$ cat config.mk
export PLATFORM = sky130hd
export DESIGN_NAME = lz77_decompressor
export DESIGN_NICKNAME = d
export VERILOG_FILES = /design/src/rtl/lz77_decompressor.sv
export SDC_FILE = /design/constraint.sdc
export NUM_CORES = 1
export LEC_CHECK = 0
export CORE_AREA = 5 5 125 127
export CTS_CLUSTER_DIAMETER = 60
export DETAILED_ROUTE_END_ITERATION = 8
export DIE_AREA = 0 0 130 132
export PLACE_DENSITY = 0.57
export SYNTH_ARGS = -nofsm -noshare
export SYNTH_HDL_FRONTEND = slang
export SYNTH_SLANG_ARGS = --single-unit
export TNS_END_PERCENT = 10
$ cat constraint.sdc
create_clock -name clk -period 2.5 [get_ports clk]
set_input_delay 0.5 -clock clk [delete_from_list [all_inputs] [get_ports clk]]
set_output_delay 0.5 -clock clk [all_outputs]
set_load 0.005 [all_outputs]
$ cat src/rtl/lz77_decompressor.sv
// LZ77 token decoder: rebuilds a byte stream from {offset, length, next_char} tokens using a 7-byte history.
// Optional sticky illegal-token flag on err when LZ_DECOMP_ERR_EN is defined; otherwise err is tied low.
module lz77_decompressor #(
    parameter int HIST_DEPTH = 7,
    parameter int OFF_W      = 3,
    parameter int LEN_W      = 3,
    parameter int CHAR_W     = 8
) (
    input  logic                            clk,
    input  logic                            rst,
    input  logic [OFF_W+LEN_W+CHAR_W-1:0]   tok_in,
    input  logic                            tok_valid,
    output logic                            tok_ready,
    output logic [CHAR_W-1:0]               data_out,
    output logic                            out_valid,
    input  logic                            out_ready,
    output logic                            busy,
    output logic                            err
);
    // state | meaning
    // IDLE  | waiting for a token, tok_ready high
    // COPY  | emitting back-reference bytes from the history window
    // LIT   | emitting the token's trailing literal
    typedef enum logic [1:0] {IDLE, COPY, LIT} state_t;

    localparam int TOK_W  = OFF_W + LEN_W + CHAR_W;
    localparam int FILL_W = $clog2(HIST_DEPTH + 1);

    state_t              state_q, state_d;
    logic [OFF_W-1:0]    off_q, off_d;
    logic [LEN_W-1:0]    len_q, len_d;
    logic [CHAR_W-1:0]   chr_q, chr_d;
    logic [CHAR_W-1:0]   data_q, data_d;
    logic [CHAR_W-1:0]   hist_q [HIST_DEPTH];
    logic [CHAR_W-1:0]   hist_d [HIST_DEPTH];
    logic [FILL_W-1:0]   fill_q, fill_d;

    logic [OFF_W-1:0]    tok_off;
    logic [LEN_W-1:0]    tok_len;
    logic [CHAR_W-1:0]   tok_chr;
    logic                byte_acc;

    assign tok_off  = tok_in[TOK_W-1 -: OFF_W];
    assign tok_len  = tok_in[CHAR_W +: LEN_W];
    assign tok_chr  = tok_in[CHAR_W-1:0];
    assign byte_acc = (state_q != IDLE) && out_ready;

    assign tok_ready = (state_q == IDLE);
    assign out_valid = (state_q != IDLE);
    assign busy      = (state_q != IDLE);
    assign data_out  = data_q;

`ifdef LZ_DECOMP_ERR_EN
    logic err_q, err_d;
    assign err = err_q;
`else
    assign err = 1'b0;
`endif

    always_comb begin
        state_d = state_q;
        off_d   = off_q;
        len_d   = len_q;
        chr_d   = chr_q;
        data_d  = data_q;
        hist_d  = hist_q;
        fill_d  = fill_q;
`ifdef LZ_DECOMP_ERR_EN
        err_d   = err_q;
`endif
        if (byte_acc) begin
            hist_d[0] = data_q;
            for (int i = 1; i < HIST_DEPTH; i++) begin
                hist_d[i] = hist_q[i-1];
            end
            if (fill_q != FILL_W'(HIST_DEPTH)) begin
                fill_d = fill_q + 1'b1;
            end
        end
        unique case (state_q)
            IDLE: begin
                if (tok_valid) begin
                    off_d = tok_off;
                    chr_d = tok_chr;
                    // offset 0 cannot reference history, so the token degrades to its literal
                    if (tok_len != '0 && tok_off != '0) begin
                        len_d   = tok_len;
                        data_d  = hist_q[tok_off - 1'b1];
                        state_d = COPY;
                    end else begin
                        len_d   = '0;
                        data_d  = tok_chr;
                        state_d = LIT;
                    end
`ifdef LZ_DECOMP_ERR_EN
                    if (tok_len != '0 && (tok_off == '0 || FILL_W'(tok_off) > fill_q)) begin
                        err_d = 1'b1;
                    end
`endif
                end
            end
            COPY: begin
                if (out_ready) begin
                    len_d = len_q - 1'b1;
                    if (len_q == LEN_W'(1)) begin
                        data_d  = chr_q;
                        state_d = LIT;
                    end else begin
                        // read from the already-shifted window so overlapping copies repeat the run
                        data_d = hist_d[off_q - 1'b1];
                    end
                end
            end
            LIT: begin
                if (out_ready) begin
                    state_d = IDLE;
                end
            end
            default: state_d = IDLE;
        endcase
    end

    always_ff @(posedge clk) begin
        if (rst) begin
            state_q <= IDLE;
            off_q   <= '0;
            len_q   <= '0;
            chr_q   <= '0;
            data_q  <= '0;
            fill_q  <= '0;
            for (int i = 0; i < HIST_DEPTH; i++) begin
                hist_q[i] <= '0;
            end
`ifdef LZ_DECOMP_ERR_EN
            err_q   <= 1'b0;
`endif
        end else begin
            state_q <= state_d;
            off_q   <= off_d;
            len_q   <= len_d;
            chr_q   <= chr_d;
            data_q  <= data_d;
            fill_q  <= fill_d;
            hist_q  <= hist_d;
`ifdef LZ_DECOMP_ERR_EN
            err_q   <= err_d;
`endif
        end
    end
endmodule

==> Word-level counts from Yosys, hierarchy flattened <==
Cells that the tools add are included.
{ "totals": {"regBits": 80, "latchBits": 0, "mem_bits_rw": 0, "romBits": 0, "in_bits": 18, "out_inout_bits": 12, "wordCells": 58, "mem_count": 0} }
{ "classes": {"n_addsub": 3, "n_mul": 0, "div_mod_pow": 0, "order_cmp": 2, "n_eq_ne": 7, "n_shift": 0, "n_mux": 22, "bitwise": 2, "reduce_logical": 10} }
{ "op_table": {"columns": ["op", "n"], "rows": [
  ["$mux W8", 8],
  ["$mux W56", 1],
  ["$bmux W8 S3", 2],
  ["$pmux W8 S2", 1],
  ["$mux W2", 5],
  ["$mux W3", 3],
  ["$sub A3 B1 Y3 const B", 3],
  ["$ge A4 B4 Y1 const B", 2],
  ["$ne A2 B2 Y1 const B", 4],
  ["$not A3 Y4", 2],
  ["$pmux W2 S3", 1],
  ["$pmux W3 S2", 1],
  ["$reduce_bool A3 Y1", 2],
  ["$reduce_and A4 Y1", 1],
  ["$reduce_bool A2 Y1", 2],
  ["$eq A3 B1 Y1 const B", 1],
  ["$reduce_and A3 Y1", 1],
  ["$eq A2 B1 Y1 const B", 1],
  ["$eq A2 B2 Y1 const B", 1],
  ["$logic_and A1 B1 Y1", 2],
  ["$logic_not A2 Y1", 1],
  ["$reduce_and A2 Y1", 1]
]} }

==> Longest topological paths before layout <==
{ "logic_depth": {"ltp_word": 9, "depth_mapped": 10, "mapped_depth_nobuf": 8} }

==> Least setup slack after synthesis <==
No wires, ideal clock.
{ "synth_path": {"kind": "input to register", "from": "in tok_in[11]", "to": "reg data_q[6], in the netlist data_out[6]", "setup_time_ns": 0.137, "t_arrival_ns": 2.455, "t_required_ns": 2.363, "setup_slack_ns": -0.092, "path_stages": 9, "path_buffers": 2, "path_cell_list": "buf_2 -> clkinv_1 -> ha_1 -> buf_2 -> mux2_2 -> a221oi_1 -> nor4_1 -> a311oi_1 -> a31oi_1"} }
{ "synth_via": {"elab_chain_cells": 8, "word_cells_on_any_way": 10, "cone_classes": "add/sub: 1; mux: 6; bitwise: 1; reduce/logical: 2"} }
{ "synth_rtl": {"columns": ["item", "line", "text"], "rows": [
  ["start, declared", "11", "input logic [OFF_W+LEN_W+CHAR_W-1:0] tok_in,"],
  ["$sub A3 B1 Y3", "88", "data_d = hist_q[tok_off - 1'b1];"],
  ["$not A3 Y4 (not written as such)", "88", null],
  ["$bmux W8 S3", "88", null],
  ["$mux W8 (not written as such) (2 in series)", "88", null],
  ["$mux W8 (*)", "86", "if (tok_len != '0 && tok_off != '0) begin"],
  ["$mux W8 (*)", "82", "if (tok_valid) begin"],
  ["$pmux W8 S2 (*)", "80", "unique case (state_q)"],
  ["end signal, assigned", "142", "data_q <= data_d;"],
  ["end, declared", "33", "logic [CHAR_W-1:0] data_q, data_d;"]
]} }
Mark *: on every way between the ends. The rest lies on a longest branch, timed or not. The select of a mux whose other input is x is not followed.
A chain may end at the register's enable or synchronous reset.

==> Worst setup path after layout <==
{ "layout_path": {"from": "in tok_in[12]", "to": "reg data_q[6], in the netlist data_out[6]"} }
Same word-level chain as after synthesis.

==> results.txt <==
run status: finished, final reports clean
sum of net half-perimeters after detailed placement: 9.30 mm
Placer Congestion: 0.898
Port Buffers: 28
summed instance area of the synthesized netlist: 4220 sq um
total area of multi-input combinational cells: 2390 sq um
required time at the worst-slack endpoint: 2.76 ns
share of cells above drive strength 1: 16.2%
wire per inst: 17.2 microns
clock transition at the registers of the reported paths: 0.06 ns
final worst-path cycle share: 92.5%
leading post-synthesis cells by cell area: dfxtp_1, mux2i_1, nand2_1
Static Leakage: 2.15 nW
final setup fails: 0
Bufs on Longest Clock Path: 2
worst rel slew slack: 50.9%
worst endpoint data arrival time: 2.57 ns
Routed WL: 13.0 mm
maximum number of pins on one net before global-route repair: 38
count of endpoints failing hold in the final timing report: 0
final standard cell utilization of the core: 36.7%
Area growth, synth to finish: 24.7%
number of antenna violations at the first check in global routing: 0
FF+latch count, synth: 80
TritonCTS clock tree: done
DRC violation count after routing: 0
Filler cells: 1484
remaining global-route overflow: 0
average via count per standard cell: 5.26
number of synthesis warnings: 0
setup tns final: 0 ns
max-cap viol count: 0
area taken by flip-flops and latches: 1600 sq um
clock sink total: 80
element type at the critical path end: flip-flop
proportion of register bits with asynchronous set or reset after synthesis: 0%
number of distinct standard cells referenced by the synthesized netlist: 43
commonest register cell after synthesis: dfxtp_1
hold bufs inserted after CTS: 0
Setup WS post-layout: 0.188 ns
slowest CP cell: xor2_1
Post-Place Cells: 737
Setup CP Type: input pin to flip-flop
number of enable-type register cells in the synthesized netlist: 0
Hold/Removal Path Class: flip-flop to flip-flop
worst setup slack after placement: -0.204 ns
synthesized area per cell: 8.24 sq um
number of max-slew violations in the final report: 0
drt first-iter violations: 283
cell class contributing the biggest share of worst-path delay: buffers and inverters
worst skew pair latency: 0.34 ns
Post-Syn Instances: 512
clock root cell: clkbuf_16
proportion of netlist area held by the largest area contributor: 38.0%
number of buffers created by CTS: 9
library cell with the largest summed area after synthesis: dfxtp_1
CP max stage delay: 0.54 ns
category of the worst setup path launch point: input pin
number of antenna repair diodes: 0
Net Count, Synth: 535
number of non-filler instances in the completed layout: 751
Bufs and invs on worst path: 3
first-pass GRT wire length: 20.7 mm
final critical-path required period: 2.31 ns
total routing resource utilization after global routing: 15.4%
die outline area: 17200 sq um
cell breakdown of the critical path: clkdlybuf4s50_1, inv_1, buf_4, ha_1, xor2_1, nor2_1, nor4_1, a311oi_1, a31oi_1
ANT nets after route: 0
vias in the first global route: 3801
Worst Clk Skew: 0.00472 ns
P per Cell Area: 616 nW/um^2
Core ar.: 14300 sq um
std cell rows: 44
worst voltage drop across the vdd grid: 0.000278 V
total via count in the routed design: 3949
initial standard-cell utilization of the core: 29.5%
f_max: 432 MHz
portion of the post-synthesis area used by sequential elements: 38.0%
number of top-level pins: 30
Overall Power: 3.24 mW
CP max FO: 8
RSZ-0062 raised after global routing: no
final layout net count: 587
pin slew with the least headroom to its limit: 0.733 ns
detailed-routing iteration count for the pre-antenna-repair pass: 4
floorplan die height: 132 microns
die width: 130 microns
count of H-tree levels built during CTS: 3
-- cells by family after synthesis --
| group | synth area share, % |
|---|---|
| compound gates | 20.2 |
| xor+xnor | 0.623 |
| fa+ha+maj | 1.48 |
| buf+inv | 5.75 |
| flops | 38.0 |
| mux | 17.0 |
| other cells | 0.0889 |
| simple gates | 16.9 |
-- sequential cells by signal, summed over array words and instances, names as in the netlist --
name	cells
hist_q	56
chr_q	8
data_out	8
len_q	3
off_q	3
state_q	2
-- where the power goes --
part           total, mW  internal, mW  switching (mW)
Clock               1.18         0.682           0.495
Combinational      0.703         0.303           0.400
Sequential          1.36          1.32          0.0405
Total               3.24          2.30           0.936
-- timing repair --
action | 4_1_cts | 5_1_grt
setup endpoints to repair | 0 | 7
buffers inserted | 0 | 0
resized for setup | 0 | 2
-- worst paths after layout --
| path | startpoint | end | slack (ns) | depth (start not counted) |
|---|---|---|---|---|
| worst max register to register | off_q[0] | data_out[7] | 0.20 | 9 |
| worst max-delay path | tok_in[12] | data_out[6] | 0.19 | 9 |
| worst min-delay path | chr_q[6] | chr_q[6] | 0.46 | 2 |
| worst min register to register | chr_q[6] | chr_q[6] | 0.46 | 2 |
-- cell type report --
class,instances,area share (%)
Multi-Input combinational cell,385,45.4
Sequential cell,80,30.4
Timing Repair Buffer,81,14.3
Clock buffer,10,4.54
Tap cell,184,4.38
Inverter,7,0.523
Clock inverter,4,0.428
-- per-stage QoR --
step           hold WS, ns  area (sq um)
6_report             0.457          5260
3_3_place_gp         0.443          4990
3_5_place_dp         0.456          4990
5_1_grt              0.484          5260
2_1_floorplan        0.432          4220
4_1_cts              0.464          5260
-- worst min-delay path: stages, from the launching register on --
cell and delay, ns:
dfxtp_1 0.30, nand2_1 0.05, a21oi_1 0.05
-- cells in the mapped netlist (2+ instances only) --
cell type,number
a31o_2,7
buf_4,4
nor2_1,47
nand2_1,95
a211oi_1,2
buf_1,3
o21ai_0,38
nor4_1,2
a311oi_1,10
buf_6,4
nor3_1,2
xor2_1,2
buf_2,4
a21oi_1,65
a31oi_1,2
and2_1,2
nand2b_1,6
o31ai_1,8
o22ai_1,8
ha_1,5
dfxtp_1,80
inv_1,5
nor3b_1,7
nor2b_1,5
mux4_2,9
clkbuf_1,24
mux2_2,2
mux2i_1,49
-- routing by layer --
layer	track usage, %	wire length [microns]	part of all wire (%)
met5	0	0	0
met4	5.83	274	2.1
met3	2.51	491	3.8
met2	24.8	6210	48
met1	20.7	5970	46
-- layout by cell type (no fill, tap or decap), types with 6 or more instances in the layout --
cell and count:
nand2_1 95, dfxtp_1 80, a21oi_1 65, mux2i_1 49, nor2_1 47, buf_4 47, o21ai_0 38, clkdlybuf4s50_1 26
a311oi_1 10, mux4_2 9, clkbuf_16 9, o22ai_1 8, o31ai_1 7, nor3b_1 7, a31o_2 7, nand2b_1 6
buf_12 6
Note: power is estimated with default switching activity, not from simulation.
